[config.mk]
export PLATFORM = sky130hd
export DESIGN_NAME = uart_tx_frame_engine
export DESIGN_NICKNAME = d
export VERILOG_FILES = /design/src/rtl/uart_tx_frame_engine.sv
export SDC_FILE = /design/constraint.sdc
export NUM_CORES = 1
export LEC_CHECK = 0
export CAP_MARGIN = 20
export CORE_ASPECT_RATIO = 1.75
export CORE_MARGIN = 2
export CORE_UTILIZATION = 45
export CTS_BUF_LIST = sky130_fd_sc_hd__clkbuf_2 sky130_fd_sc_hd__clkbuf_4 sky130_fd_sc_hd__clkbuf_8
export DETAILED_ROUTE_END_ITERATION = 7
export PLACE_DENSITY_LB_ADDON = 0.15
export SLEW_MARGIN = 20
export SYNTH_ARGS = -nofsm -noshare
export SYNTH_HDL_FRONTEND = slang
export SYNTH_SLANG_ARGS = --single-unit
[constraint.sdc]
create_clock -name clk -period 4.8 [get_ports clk]
set_input_delay 1.44 -clock clk [delete_from_list [all_inputs] [get_ports clk]]
set_output_delay 1.44 -clock clk [all_outputs]
set_load 0.02 [all_outputs]
[src/rtl/uart_tx_frame_engine.sv]
// uart_tx_frame_engine: UART transmitter, start + DATA_WIDTH data (LSB first)
// + optional parity + 1/2 stop bits, CLKS_PER_BIT clocks per bit.
// Ports: clk, rst (async, active high), p_data/data_valid/ready handshake,
// parity_enable, parity_type (0 even, 1 odd), stop_bits (0 one, 1 two),
// tx_out (serial line, idles high), busy.
// Optional input FIFO of FIFO_DEPTH entries: define UART_TX_FIFO_EN.
module uart_tx_frame_engine #(
  parameter int DATA_WIDTH   = 8,
  parameter int CLKS_PER_BIT = 16,
  parameter int FIFO_DEPTH   = 4
) (
  input  logic                  clk,
  input  logic                  rst,
  input  logic [DATA_WIDTH-1:0] p_data,
  input  logic                  data_valid,
  output logic                  ready,
  input  logic                  parity_enable,
  input  logic                  parity_type,
  input  logic                  stop_bits,
  output logic                  tx_out,
  output logic                  busy
);

  localparam int CW = (CLKS_PER_BIT > 1) ?
    $clog2(CLKS_PER_BIT) : 1;
  localparam int BW = $clog2(DATA_WIDTH);
  localparam int EW = DATA_WIDTH + 3;

  localparam logic [CW-1:0] BAUD_LAST =
    CW'(CLKS_PER_BIT - 1);
  localparam logic [CW-1:0] BAUD_ONE = CW'(1);
  localparam logic [BW-1:0] BIT_LAST =
    BW'(DATA_WIDTH - 1);
  localparam logic [BW-1:0] BIT_ONE = BW'(1);

  if (DATA_WIDTH < 5 || DATA_WIDTH > 9 ||
      CLKS_PER_BIT < 1 || FIFO_DEPTH < 2 ||
      (FIFO_DEPTH & (FIFO_DEPTH - 1)) != 0)
  begin : g_bad_param
    $error("uart_tx_frame_engine: illegal parameter");
  end

  typedef enum logic [2:0] {
    S_IDLE,
    S_START,
    S_DATA,
    S_PARITY,
    S_STOP
  } state_t;

  state_t state_q, state_d;

  logic [CW-1:0]         baud_q, baud_d;
  logic [BW-1:0]         bit_q, bit_d;
  logic [DATA_WIDTH-1:0] data_q, data_d;
  logic                  pen_q, pen_d;
  logic                  par_q, par_d;
  logic                  stop2_q, stop2_d;
  logic                  tx_q, tx_d;
  logic                  busy_q, busy_d;
  logic                  ptype_w;

  logic          baud_wrap;
  logic          last_cycle;
  logic          take;
  logic          src_valid;
  logic [EW-1:0] src_word;

  assign baud_wrap = (baud_q == BAUD_LAST);

  // In STOP, bit_q counts stop bits: 0 first, 1 second.
  assign last_cycle = (state_q == S_STOP) &&
                      baud_wrap &&
                      (!stop2_q || bit_q == BIT_ONE);

  // A new frame starts from IDLE or directly on the edge
  // that ends the final stop bit (no idle gap).
  assign take = src_valid &&
                ((state_q == S_IDLE) || last_cycle);

`ifdef UART_TX_FIFO_EN
  localparam int AW = $clog2(FIFO_DEPTH);
  localparam logic [AW-1:0] PTR_ONE = AW'(1);
  localparam logic [AW:0]   CNT_ONE = (AW+1)'(1);
  localparam logic [AW:0]   CNT_FULL =
    (AW+1)'(FIFO_DEPTH);

  logic [EW-1:0] mem_q [FIFO_DEPTH];
  logic [AW-1:0] wr_q, wr_d;
  logic [AW-1:0] rd_q, rd_d;
  logic [AW:0]   cnt_q, cnt_d;
  logic          full;
  logic          push;

  // Full is judged on the registered count, so a push to a
  // full FIFO is refused even when a pop shares the edge.
  assign full      = (cnt_q == CNT_FULL);
  assign push      = data_valid && !full;
  assign ready     = !full;
  assign src_valid = (cnt_q != '0);
  assign src_word  = mem_q[rd_q];

  always_comb begin
    wr_d  = wr_q;
    rd_d  = rd_q;
    cnt_d = cnt_q;
    if (push) wr_d = wr_q + PTR_ONE;
    if (take) rd_d = rd_q + PTR_ONE;
    unique case ({push, take})
      2'b10:   cnt_d = cnt_q + CNT_ONE;
      2'b01:   cnt_d = cnt_q - CNT_ONE;
      default: cnt_d = cnt_q;
    endcase
  end

  always_ff @(posedge clk) begin
    if (push) begin
      mem_q[wr_q] <= {stop_bits, parity_type,
                      parity_enable, p_data};
    end
  end

  always_ff @(posedge clk or posedge rst) begin
    if (rst) begin
      wr_q  <= '0;
      rd_q  <= '0;
      cnt_q <= '0;
    end else begin
      wr_q  <= wr_d;
      rd_q  <= rd_d;
      cnt_q <= cnt_d;
    end
  end
`else
  assign src_valid = data_valid;
  assign src_word  = {stop_bits, parity_type,
                      parity_enable, p_data};
  assign ready     = (state_q == S_IDLE) || last_cycle;
`endif

  always_comb begin
    state_d = state_q;
    baud_d  = baud_q;
    bit_d   = bit_q;
    data_d  = data_q;
    pen_d   = pen_q;
    par_d   = par_q;
    stop2_d = stop2_q;
    ptype_w = 1'b0;

    if (state_q != S_IDLE) begin
      baud_d = baud_wrap ? '0 : baud_q + BAUD_ONE;
    end

    unique case (state_q)
      S_IDLE: begin
        state_d = S_IDLE;
      end
      S_START: begin
        if (baud_wrap) begin
          state_d = S_DATA;
          bit_d   = '0;
        end
      end
      S_DATA: begin
        if (baud_wrap) begin
          if (bit_q == BIT_LAST) begin
            state_d = pen_q ? S_PARITY : S_STOP;
            bit_d   = '0;
          end else begin
            bit_d  = bit_q + BIT_ONE;
            data_d = data_q >> 1;
          end
        end
      end
      S_PARITY: begin
        if (baud_wrap) begin
          state_d = S_STOP;
          bit_d   = '0;
        end
      end
      S_STOP: begin
        if (last_cycle) begin
          state_d = S_IDLE;
          bit_d   = '0;
        end else if (baud_wrap) begin
          bit_d = BIT_ONE;
        end
      end
      default: begin
        state_d = S_IDLE;
      end
    endcase

    // Frame controls are latched here and held for the
    // whole frame regardless of the input pins.
    if (take) begin
      state_d = S_START;
      baud_d  = '0;
      bit_d   = '0;
      {stop2_d, ptype_w, pen_d, data_d} = src_word;
      par_d   = (^data_d) ^ ptype_w;
    end
  end

  // Line level follows the next state so tx_out is a flop
  // that changes on the same edge as the state.
  always_comb begin
    tx_d = 1'b1;
    unique case (state_d)
      S_START:  tx_d = 1'b0;
      S_DATA:   tx_d = data_d[0];
      S_PARITY: tx_d = par_d;
      default:  tx_d = 1'b1;
    endcase
`ifdef UART_TX_FIFO_EN
    busy_d = (state_d != S_IDLE) || (cnt_d != '0);
`else
    busy_d = (state_d != S_IDLE);
`endif
  end

  always_ff @(posedge clk or posedge rst) begin
    if (rst) begin
      state_q <= S_IDLE;
      baud_q  <= '0;
      bit_q   <= '0;
      data_q  <= '0;
      pen_q   <= 1'b0;
      par_q   <= 1'b0;
      stop2_q <= 1'b0;
      tx_q    <= 1'b1;
      busy_q  <= 1'b0;
    end else begin
      state_q <= state_d;
      baud_q  <= baud_d;
      bit_q   <= bit_d;
      data_q  <= data_d;
      pen_q   <= pen_d;
      par_q   <= par_d;
      stop2_q <= stop2_d;
      tx_q    <= tx_d;
      busy_q  <= busy_d;
    end
  end

  assign tx_out = tx_q;
  assign busy   = busy_q;

endmodule

==> results.md <==
• **I/O Buffers** 16
• **clk_skew** 3.168 ps
• **Worst Path Class, Setup** flip-flop to primary output
• **DRC violation count after routing** 0
• **Die Span X** 43.82 µm
• **H-tree levels** 1
• **first-pass iteration count of the detailed router** 4
• **initial core utilization** 0.4696
• **final period demand of the worst path** 3692 ps
• **power per standard cell area** 489.4 nW/µm²
• **VDD IR max** 0.2238 mV
• **total global routing track utilization** 0.1765
• **Max-Cap Viols** 0
• **number of sinks handled by clock tree synthesis** 23
• **Slew @ Worst Pin** 857.6 ps
• **Pins Over Slew Limit** 0
• **most heavily used metal layer in global routing** met2
• **RSZ-0062 raised after global routing** no
• **average wire length per cell after detail routing** 13.92 µm
• **Critical Path AT** 2250 ps
• **Die Y** 73.69 µm
• **quantity of hold-fixing buffers added after cts** 0
• **status** finished clean
• **via count of the first global-routing pass** 967
• **final weighted congestion in routability-driven placement** 0.7983
• **DP HPWL** 1896 µm
• **iteration-0 DRC count of the detailed router** 16
• **proportion of synthesized chip area in sequential cells** 0.4619
• **cells after synthesis** 132
• **number of antenna violations at the first check in global routing** 0
• **NumNets Final** 168
• **TritonCTS Buffers** 3
• **filler instances** 249
• **standby leakage power** 0.6334 nW
• **count of flip-flops with a built-in enable after synthesis** 0
• **number of antenna-violating nets in the routed design** 0
• **maximum number of pins on one net before global-route repair** 24
• **final instance count without filler cells** 176
• **final period utilization** 0.7692
• **fraction of synthesized cell area taken by the top area cell type** 0.4409
• **ranking of synthesized cells by area** dfrtp_1, nand2_1, xnor2_1
• **CP endpoint kind** primary output
• **total negative slack** 0 ps
• **Post-synth top cells** nand2_1, dfrtp_1, a21oi_1, xnor2_1
• **largest driver fanout on the critical path** 9
• **Net Count, Synth** 150
• **number of warnings issued by yosys** 0
• **most common cell in the synthesized netlist** nand2_1
• **fraction of met2 tracks used by global routing** 0.3154
• **GR met1 Demand/Resource** 0.2016
• **share of synthesized flip-flops with an asynchronous set or reset** 1.000
• **overall routed net length** 2450 µm
• **maximum single-stage delay on the critical path** 680 ps
• **standard-cell row count** 25
• **Post CTS Setup Buffer Count** 0
• **Clock Tree Buf Depth** 2
• **final hold viol count** 0
• **Min-Delay Path Class** flip-flop to flip-flop
• **area grow syn2layout** 17.34%
• **final setup fails** 0
• **met3 track demand over resource** 0.02211
• **TritonCTS clock tree** done
• **most instantiated flip-flop cell in the synthesis netlist** dfrtp_1
• **average vias per placed instance** 5.602
• **largest area contributor in the synthesized netlist** dfrtp_1
• **Slew headroom** 0.4277
• **placeable core area** 2659 µm²
• **crit-path cells** ha_1 > nand3_2 > a221oi_2 > clkdlybuf4s50_1
• **Clk Latency, worst-skew pair** 260 ps
• **fmax** 270.9 MHz
• **die area** 3229 µm²
• **synthesized area** 1249 µm²
• **total of cells resized after clock tree synthesis** 0
• **CTS clock-pin slew for the worst setup and hold paths** 80 ps
• **highest-delay cell along the critical path** clkdlybuf4s50_1
• **vias after detailed routing** 986
• **Data required, critical path** 3360 ps
• **average cell area after synthesis** 9.460 µm²
• **count of pins on the block boundary** 17
• **number of placed instances, taps included** 172
• **layout cells sized above 1** 0.07383
• **flip-flop and latch count after synthesis** 23
• **Netlist cell types** 38
• **leftover overflow at the end of global routing** 0
• **startpoint kind of the worst setup timing path** flip-flop
• **first-pass GRT wire length** 4243 µm
• **clock tree root buffer cell** clkbuf_8
• **count of antenna diodes in the layout** 0
final cells by class:
class | instances | area [µm²] | share of cell area
inverters | 6 | 22.52 | 0.01537
multi-input cells | 100 | 623.1 | 0.4253
repair buffers | 16 | 160.2 | 0.1093
flip-flops and latches | 23 | 576.8 | 0.3937
clock buffers | 4 | 48.80 | 0.03330
well taps | 27 | 33.78 | 0.02306
routing by layer:
layer | up-vias | share of wire
met1 | 470 | 0.41
li1 | 489 | -
met3 | 4 | 0.027
met4 | 0 | 0.015
met2 | 23 | 0.55
met5 | - | 0
final timing paths:
path | cells after the start | to | slack, ps | startpoint
max | 4 | ready | 1110 | baud_q[0]
max in group asynchronous | 2 | bit_q[2] | 2620 | rst
max reg2reg | 6 | baud_q[2] | 2450 | baud_q[0]
min in group asynchronous | 2 | data_q[1] | 1650 | rst
min reg2reg | 2 | data_q[3] | 480 | data_q[3]
min | 2 | data_q[3] | 480 | data_q[3]
cell usage in the layout, fill, tap and decap left out, types with 2 or more instances in the layout:
master,instances
a21oi_1,8
a22oi_1,6
and2_1,2
clkbuf_8,3
clkdlybuf4s50_1,16
dfrtp_1,22
ha_1,4
inv_1,6
mux2i_1,2
nand2_1,29
nand2b_1,3
nor2_1,5
nor3_1,3
o21ai_0,6
or2_2,2
or3_1,2
xnor2_1,8
through the flow:
step	area [µm²]	power (mW)	setup slack (ps)	utilization	hold slack (ps)
floorplan	1249	0.5212	2018	-	445.7
global placement	1416	0.5870	1460	0.5327	459.2
detailed placement	1416	0.5995	1403	0.5327	463.8
CTS	1465	0.7259	1101	0.5511	483.4
global route	1465	0.7784	943.3	0.5511	515.1
finish	1465	0.7171	1108	0.5511	479.5
critical path: cells and delay by family (launching register included):
kind                       cells  cell delay (ps)
and+or+nand+nor                1              210
buffers and inverters          1              680
adders and majority gates      1              240
AOI/OAI and AO/OA              1              460
DFF                            1              390
registers in the layout, indices dropped and copies added (netlist names):
signal / flops
baud_q: 4
state_q: 3
data_q: 8
stop2_q: 1
pen_q: 1
tx_out: 1
busy: 1
par_q: 1
bit_q: 3
report_power, final:
part / internal, mW / switching (mW)
sequential: 0.275 / 0.0585
combinational: 0.116 / 0.141
clock: 0.0649 / 0.0614
cells by family (layout without fill, tap and decap cells):
kind of cell,after synthesis,after routing,synth area share
AOI/OAI and AO/OA,29,29,0.1533
xor gates and xnor gates,9,9,0.06313
adders and majority gates,4,4,0.04008
buffers and inverters,9,26,0.03907
DFF,23,23,0.4619
muxes,2,2,0.01603
and+or+nand+nor,56,56,0.2265
Power figures use the tool's default switching activity.
